File: src/rtl/instruction_fetch_unit.sv
// Instruction fetch unit: issues sequential fetches to instruction memory,
// buffers in-order responses with their PCs, presents the head to the decoder,
// and handles redirects by flushing and draining stale responses.
module instruction_fetch_unit #(
  parameter logic [31:0] RESET_PC  = 32'h0000_0000,
  parameter int          BUF_DEPTH = 2
) (
  input  logic        clk,
  input  logic        rst,
  output logic        imem_req,
  output logic [31:0] imem_addr,
  input  logic        imem_valid,
  input  logic [31:0] imem_rdata,
  input  logic        redirect,
  input  logic [31:0] redirect_pc,
  input  logic        stall,
  output logic [31:0] instr,
  output logic [31:0] instr_pc,
  output logic        instr_valid
);

  localparam int AW = $clog2(BUF_DEPTH);
  localparam int CW = AW + 1;
  localparam logic [CW:0] DEPTH_W = (CW+1)'(BUF_DEPTH);

  typedef enum logic [1:0] {
    IDLE  = 2'd0,
    FETCH = 2'd1,
    DRAIN = 2'd2
  } state_t;

  state_t          state, state_nxt;
  logic [31:0]     pc;
  logic [CW-1:0]   outstanding, outstanding_nxt;
  logic [CW-1:0]   count;
  logic [AW-1:0]   rd_ptr, wr_ptr;
  logic [31:0]     buf_data [BUF_DEPTH];
  logic [31:0]     buf_pc   [BUF_DEPTH];
  logic            resp_ok, push, pop;
  logic [CW:0]     in_flight;
  logic [31:0]     resp_pc;

  // A response with nothing outstanding is a protocol error and is ignored.
  assign resp_ok = imem_valid && (outstanding != '0);

  // Requests in flight while in FETCH were issued from contiguous PCs ending
  // at pc-4 (FETCH is only entered with nothing outstanding), so the oldest
  // one, which this response answers, sits at pc - 4*outstanding.
  assign resp_pc = pc - {{(30-CW){1'b0}}, outstanding, 2'b00};

  // A same-cycle pop frees a slot, so it counts against the budget; this
  // keeps a 1-cycle memory streaming one instruction per cycle.
  assign in_flight = {1'b0, outstanding} + {1'b0, count} - {{CW{1'b0}}, pop};

  assign outstanding_nxt = outstanding + {{(CW-1){1'b0}}, imem_req}
                                       - {{(CW-1){1'b0}}, resp_ok};

  assign imem_addr = pc;
  assign instr     = buf_data[rd_ptr];
  assign instr_pc  = buf_pc[rd_ptr];

  // State register
  always_ff @(posedge clk or negedge rst) begin
    if (!rst) state <= IDLE;
    else      state <= state_nxt;
  end

  // Next-state: redirect drains stale responses if any remain in flight
  always_comb begin
    state_nxt = state;
    case (state)
      IDLE: state_nxt = FETCH;
      FETCH, DRAIN: begin
        if (redirect)
          state_nxt = (outstanding_nxt != '0) ? DRAIN : FETCH;
        else if (state == DRAIN && outstanding_nxt == '0)
          state_nxt = FETCH;
      end
      default: state_nxt = IDLE;
    endcase
  end

  // Outputs and buffer handshakes derived from the current state
  always_comb begin
    instr_valid = (state == FETCH) && (count != '0);
    pop         = instr_valid && !stall && !redirect;
    push        = resp_ok && (state == FETCH) && !redirect;
    imem_req    = (state == FETCH) && !redirect && (in_flight < DEPTH_W);
  end

  // PC and outstanding-request counter
  always_ff @(posedge clk or negedge rst) begin
    if (!rst) begin
      pc          <= RESET_PC;
      outstanding <= '0;
    end else begin
      outstanding <= outstanding_nxt;
      if (redirect)      pc <= redirect_pc;
      else if (imem_req) pc <= pc + 32'd4;
    end
  end

  // Instruction buffer: circular FIFO of {instr, pc}, flushed on redirect
  always_ff @(posedge clk or negedge rst) begin
    if (!rst) begin
      rd_ptr <= '0;
      wr_ptr <= '0;
      count  <= '0;
      for (int i = 0; i < BUF_DEPTH; i++) begin
        buf_data[i] <= '0;
        buf_pc[i]   <= '0;
      end
    end else if (redirect) begin
      rd_ptr <= '0;
      wr_ptr <= '0;
      count  <= '0;
    end else begin
      if (push) begin
        buf_data[wr_ptr] <= imem_rdata;
        buf_pc[wr_ptr]   <= resp_pc;
        wr_ptr           <= wr_ptr + AW'(1);
      end
      if (pop) rd_ptr <= rd_ptr + AW'(1);
      count <= count + {{AW{1'b0}}, push} - {{AW{1'b0}}, pop};
    end
  end

endmodule
File: config.mk
export PLATFORM = sky130hd
export DESIGN_NAME = instruction_fetch_unit
export DESIGN_NICKNAME = d
export VERILOG_FILES = /design/src/rtl/instruction_fetch_unit.sv
export SDC_FILE = /design/constraint.sdc
export NUM_CORES = 1
export LEC_CHECK = 0
export CAP_MARGIN = 20
export CORE_UTILIZATION = 47
export CTS_CLUSTER_SIZE = 28
export DETAILED_ROUTE_END_ITERATION = 7
export PLACE_DENSITY = 0.74
export SLEW_MARGIN = 40
export SYNTH_ARGS = -nofsm -noshare
export SYNTH_HDL_FRONTEND = slang
export SYNTH_SLANG_ARGS = --single-unit
File: constraint.sdc
create_clock -name clk -period 5 [get_ports clk]
set_clock_uncertainty 0.2 [all_clocks]
set_input_delay 0.75 -clock clk [delete_from_list [all_inputs] [get_ports clk]]
set_output_delay 0.75 -clock clk [all_outputs]
set_load 0.01 [all_outputs]
# Word level (Yosys, flattened, before mapping)
# Cells that the tools add are included.
# totals
regBits	168
inputBits	69
elab_cells	73
out_inout_bits	98
# classes
mux	21
n_lt_le_gt_ge	4
reduce_logical	22
addsub	10
eq_ne	3
bitwise_logic	3
# ops
operator	n
$mux 32	9
$bwmux 64	2
$add 32x3->32 const B	1
$demux 32 s1	1
$sub 32x4->32	1
$reduce_bool 2->1	6
$logic_and 1x1->1	10
$mux 2	4
$add 2x1->2	2
$ge 2x2->1 const B	2
$logic_not 2->1	2
$mux 1	4
$not 1->2	2
$pmux 2 s2	1
$sub 2x1->2	2
$add 2x2->3	1
$lt 3x2->1 const B	1
$ne 3x3->1 const B	1
$sub 3x1->3	1
$add 1x1->1 const B	2
$eq 2x1->1 const B	1
$eq 2x2->1 const B	1
$logic_not 1->1	2
$lt 2x1->1 const B	1
3 further kinds	3

# Logic depth before layout (Yosys ltp)
# logic_depth
depth_word	14
depth_mapped	16
mapped_depth_nobuf	15

# Worst setup path before layout
# Ideal clock, no wire load.
# synth_path
kind	input-to-reg
start	input port redirect
end	register state[0]
setup_slack_ns	0.746
path_stages	16
path_buffers	4
required_ns	4.699
setup_time_ns	0.101
t_arrival_ns	3.953
path_cell_list	buf_2 -> clkbuf_1 -> clkbuf_1 -> nor3_1 -> ha_1 -> nand2b_1 -> fa_1 -> xor2_1 -> nand3_1 -> clkinv_1 -> buf_1 -> ha_1 -> xnor2_1 -> nor2_1 -> and2_1 -> o32ai_1
# synth_via
elab_chain_len	11
elab_cells_between_ends	15
classes_between	add/sub: 3; order compare: 1; eq/ne: 1; mux: 3; reduce/logical: 7
# synth_lines
element	line_no	rtl
start, declared	14	input logic redirect,
$logic_not 1->1 *	86, 88	
$logic_and 1x1->1	86	pop = instr_valid && !stall && !redirect;
$sub 3x1->3	53	assign in_flight = {1'b0, outstanding} + {1'b0, count} - {{CW{1'b0}}, pop};
$lt 3x2->1	88	imem_req = (state == FETCH) && !redirect && (in_flight < DEPTH_W);
$logic_and 1x1->1 *	88	
net imem_req	10	output logic imem_req,
$add 2x1->2 *	55	assign outstanding_nxt = outstanding + {{(CW-1){1'b0}}, imem_req}
$sub 2x1->2 *	56	- {{(CW-1){1'b0}}, resp_ok};
net outstanding_nxt[1]	34	logic [CW-1:0] outstanding, outstanding_nxt;
$reduce_bool 2->1	75	state_nxt = (outstanding_nxt != '0) ? DRAIN : FETCH;
$mux 2	75	
$mux 2	74	if (redirect)
$pmux 2 s2	71	case (state)
end signal, assigned	65	else state <= state_nxt;
end, declared	32	state_t state, state_nxt;
# Mark *: on every way through the listed nets, which the timed path passes. The rest lies on a longest branch.
# A chain may end at the register's enable or synchronous reset.

# Worst setup path after layout
# layout_path
start	register state[1]
end	output port imem_req
# layout_via
elab_chain_len	7
elab_cells_between_ends	8
classes_between	add/sub: 1; order compare: 1; eq/ne: 1; reduce/logical: 5
# layout_lines
element	line_no	rtl
$eq 2x1->1 *	85, 88	
$logic_and 1x1->1	85	instr_valid = (state == FETCH) && (count != '0);
$logic_and 1x1->1 (2 in series)	86	
$sub 3x1->3	53	
$lt 3x2->1	88	
$logic_and 1x1->1 *	88	
end, declared	10	
# Mark *: on every way between the ends. The rest lies on a longest branch, timed or not.

==> metrics.txt <==
GRT Total Usage=22.9%; final net count=~1100; post-route minimum period=4170 ps; FFs w/ async S/R, synth=100%; antenna violations before repair=0; first-pass GRT wire length=33100 um; standby leakage power=0.00484 uW; pin slew with the least headroom to its limit=821 ps; count of routing violations after the opening detailed-route iteration=370; flop2flop setup slack=1250 ps; H-tree levels=4; Slew headroom=between 40 and 50%; DRC=0; Max stage delay cell, worst path=clkdlybuf4s50_1; fraction of the mapped netlist area in adder cells=2.37%; max-cap check violation count=0; required time at the endpoint of the critical path=slightly above 4000 ps; unrepaired setup endpoints after global routing=false; combinational family with the most area after synthesis=simple AND/OR/NAND/NOR gates; I/O pin count=167; number of cells on the critical path=11; power density relative to cell area=517 mW/mm^2; cell types with the highest counts after synthesis=nand2_1 (200), dfrtp_1 (168), mux2_2 (102), o21ai_0 (80), clkbuf_1 (40); number of vias per cell=5.48; Filler Cell Count=~1500; clk sinks=168; clk buf depth=2; Layout Area Growth over Synthesis=28.6%; status=completed; final setup margin=roughly 830 ps; Synth warnings=0; residual overflow from global routing=0; remaining antenna violation count after routing=0; count of vias placed by the detailed router=about 6800; Pins Over Slew Limit=0; count of input and output buffers=166; effective utilization at floorplan=slightly below 50%; number of setup violations in the final report=0; worst IR drop on VDD=around 0.31 mV; CP Max Fanout=4; part of the cycle the worst path needs=83.4%; vias in the first global route=6558; classification of the worst-slack hold path=register to register; Post-synth EDFFs=0; standard-cell row count=48; Mapped Avg Cell Area=9.98 um^2; clk root buf=clkbuf_16; Critical Path Source Type=register; main flop type after synthesis=dfrtp_1; post-synth net total=941; layout cell share with drive strength beyond 1=16.3%; largest net degree at the start of global routing=105; Synth Area in Compound Gates=under 10%; library cell appearing most often on the critical path=ha_1; Clock Pin Slew Worst Setup and Hold Paths=60 ps; Buf+Inv Stages, Crit Path=3; pre-CTS setup slack=856 ps; first-pass detailed-route iteration total=5; Hold Path Stages=2; most frequent cell after synthesis=nand2_1; biggest cell delay along the critical path=540 ps; arrival time of data at the critical path endpoint=3220 ps; count of endpoints failing hold in the final timing report=0; Total Die Area=0.0187 mm^2; CP delay by family, top=adder cells; final wirelength=20500 um; floorplan die height=137 um; Highest Clock Rate=0.240 GHz; netlist area before placement=0.00856 mm^2; number of diodes added for antenna fixing=0; insertion delay of the later-clocked pin in the worst-skew pair=430 ps; cells resized by post-CTS repair=0; capturing element type of the critical path=output port; synth unique cells=52; share of the synthesized netlist area taken by xor and xnor gates=under 10%; Die Wd=137 um; Cells after Synth=857; register bit total from synthesis=about 170; area fraction in and, or, nand and nor cells after synthesis=18.0%; library cell occupying the most area in the post-synthesis netlist=dfrtp_1; standard cell core area=0.0175 mm^2; drt wl/cell=16.6 um; sequential fraction of the synthesis area=49.1%; cell chain of the critical path=inv_1 -> ha_1 -> o21ai_0 -> nor3_1 -> ha_1 -> nand2b_1 -> fa_1 -> xor2_1 -> nand3_1 -> clkinv_1 -> clkdlybuf4s50_1; clock buffer count from CTS=17; clock tree from TritonCTS=built; final-layout setup total negative slack=0 ps; category of the most critical setup path=register to output port; top cell type's share of synthesized area=49.1%; post-synthesis mux area share=13.7%; Detail Placement HPWL=13900 um; top area cells in the synthesized netlist=dfrtp_1 (49%), mux2_2 (13%), nand2_1 (8.8%), o21ai_0 (4.7%), xnor2_1 (2.6%); placer congestion estimate=0.852; reg2reg path depth=16
==> layout make-up <==
class	instances	area, um^2	share of cell area [%]
Tap cell	225	282	2.56
Multi-Input combinational cell	612	4040	36.7
Inverter	15	56.3	0.512
Sequential cell	168	4210	38.2
Clock buffer	18	439	3.99
Timing Repair Buffer	180	1810	16.5
Clock inverter	14	173	1.57
==> worst paths after layout <==
kind / start / endpoint
worst max-delay path: state[1] / imem_req
worst min-delay path: buf_pc[32] / buf_pc[32]
worst max register to register: state[1] / state[1]
worst min register to register: buf_pc[32] / buf_pc[32]
max in group asynchronous: rst / buf_pc[44]
min in group asynchronous: rst / buf_data[25]
==> state kept, by name (all words and copies together) (netlist names) <==
register,cells
count,2
state,2
outstanding,2
buf_data,64
wr_ptr,1
rd_ptr,1
buf_pc,64
imem_addr,32
==> power breakdown <==
| part | switching [uW] | leakage (uW) | internal, uW |
|---|---|---|---|
| sequential | 382 | 0.00216 | 1850 |
| combinational | 940 | 0.00238 | 1150 |
| clock | 557 | 0.000297 | 803 |
| total | 1880 | 0.00484 | 3810 |
==> cells in the final DEF, fill, tap and decap left out, types with 9 or more instances in the layout <==
| cell type | Yosys | layout |
|---|---|---|
| nand2_1 | 200 | 200 |
| dfrtp_1 | 168 | 167 |
| clkdlybuf4s50_1 | 0 | 165 |
| mux2_2 | 102 | 102 |
| o21ai_0 | 80 | 80 |
| xnor2_1 | 25 | 25 |
| nor2_1 | 26 | 25 |
| nand3_1 | 25 | 24 |
| clkbuf_16 | 0 | 17 |
| inv_1 | 14 | 14 |
| ha_1 | 13 | 13 |
| xor2_1 | 10 | 10 |
| nor4_1 | 10 | 10 |
| buf_4 | 7 | 10 |
| nor3_1 | 10 | 9 |
| o211ai_1 | 9 | 9 |
==> cell families after synthesis <==
logic type,Yosys count
AND/OR/NAND/NOR,326
flip-flops,168
AO/OA/AOI/OAI,132
multiplexers,104
buffers and inverters,77
XOR/XNOR,35
adder cells (fa/ha/maj),15
==> repair_timing <==
action	in CTS	in global routing
hold buffers	0	1
hold endpoints to repair	0	27
setup buffers	0	0
==> metal layers <==
metal	vias to the layer above	track usage (%)	share of wire (%)
met2	237	35.5	45
met5	-	0	0
li1	3249	-	-
met3	28	5.19	6.9
met4	0	7.94	1.7
met1	3236	31.6	46
==> worst min-delay path, stage by stage, from the launching register on <==
cell and delay, ps:
dfrtp_1 340, nand2_1 50, nand2_1 50
==> stage by stage <==
stage | hold WS [ps] | cell area, um^2 | utilization [%] | std cells | power [uW]
final | 267 | 11000 | 62.7 | 1232 | 5690
after global placement | 254 | 10300 | 59.0 | 1198 | 4280
after global routing | 293 | 11000 | 62.7 | 1232 | 6040
after detailed placement | 258 | 10300 | 59.0 | 1198 | 4350
after floorplan | 242 | 8560 | - | 857 | 3350
after CTS | 178 | 11000 | 62.5 | 1230 | 5730
Note: power is estimated with default switching activity, not from simulation.
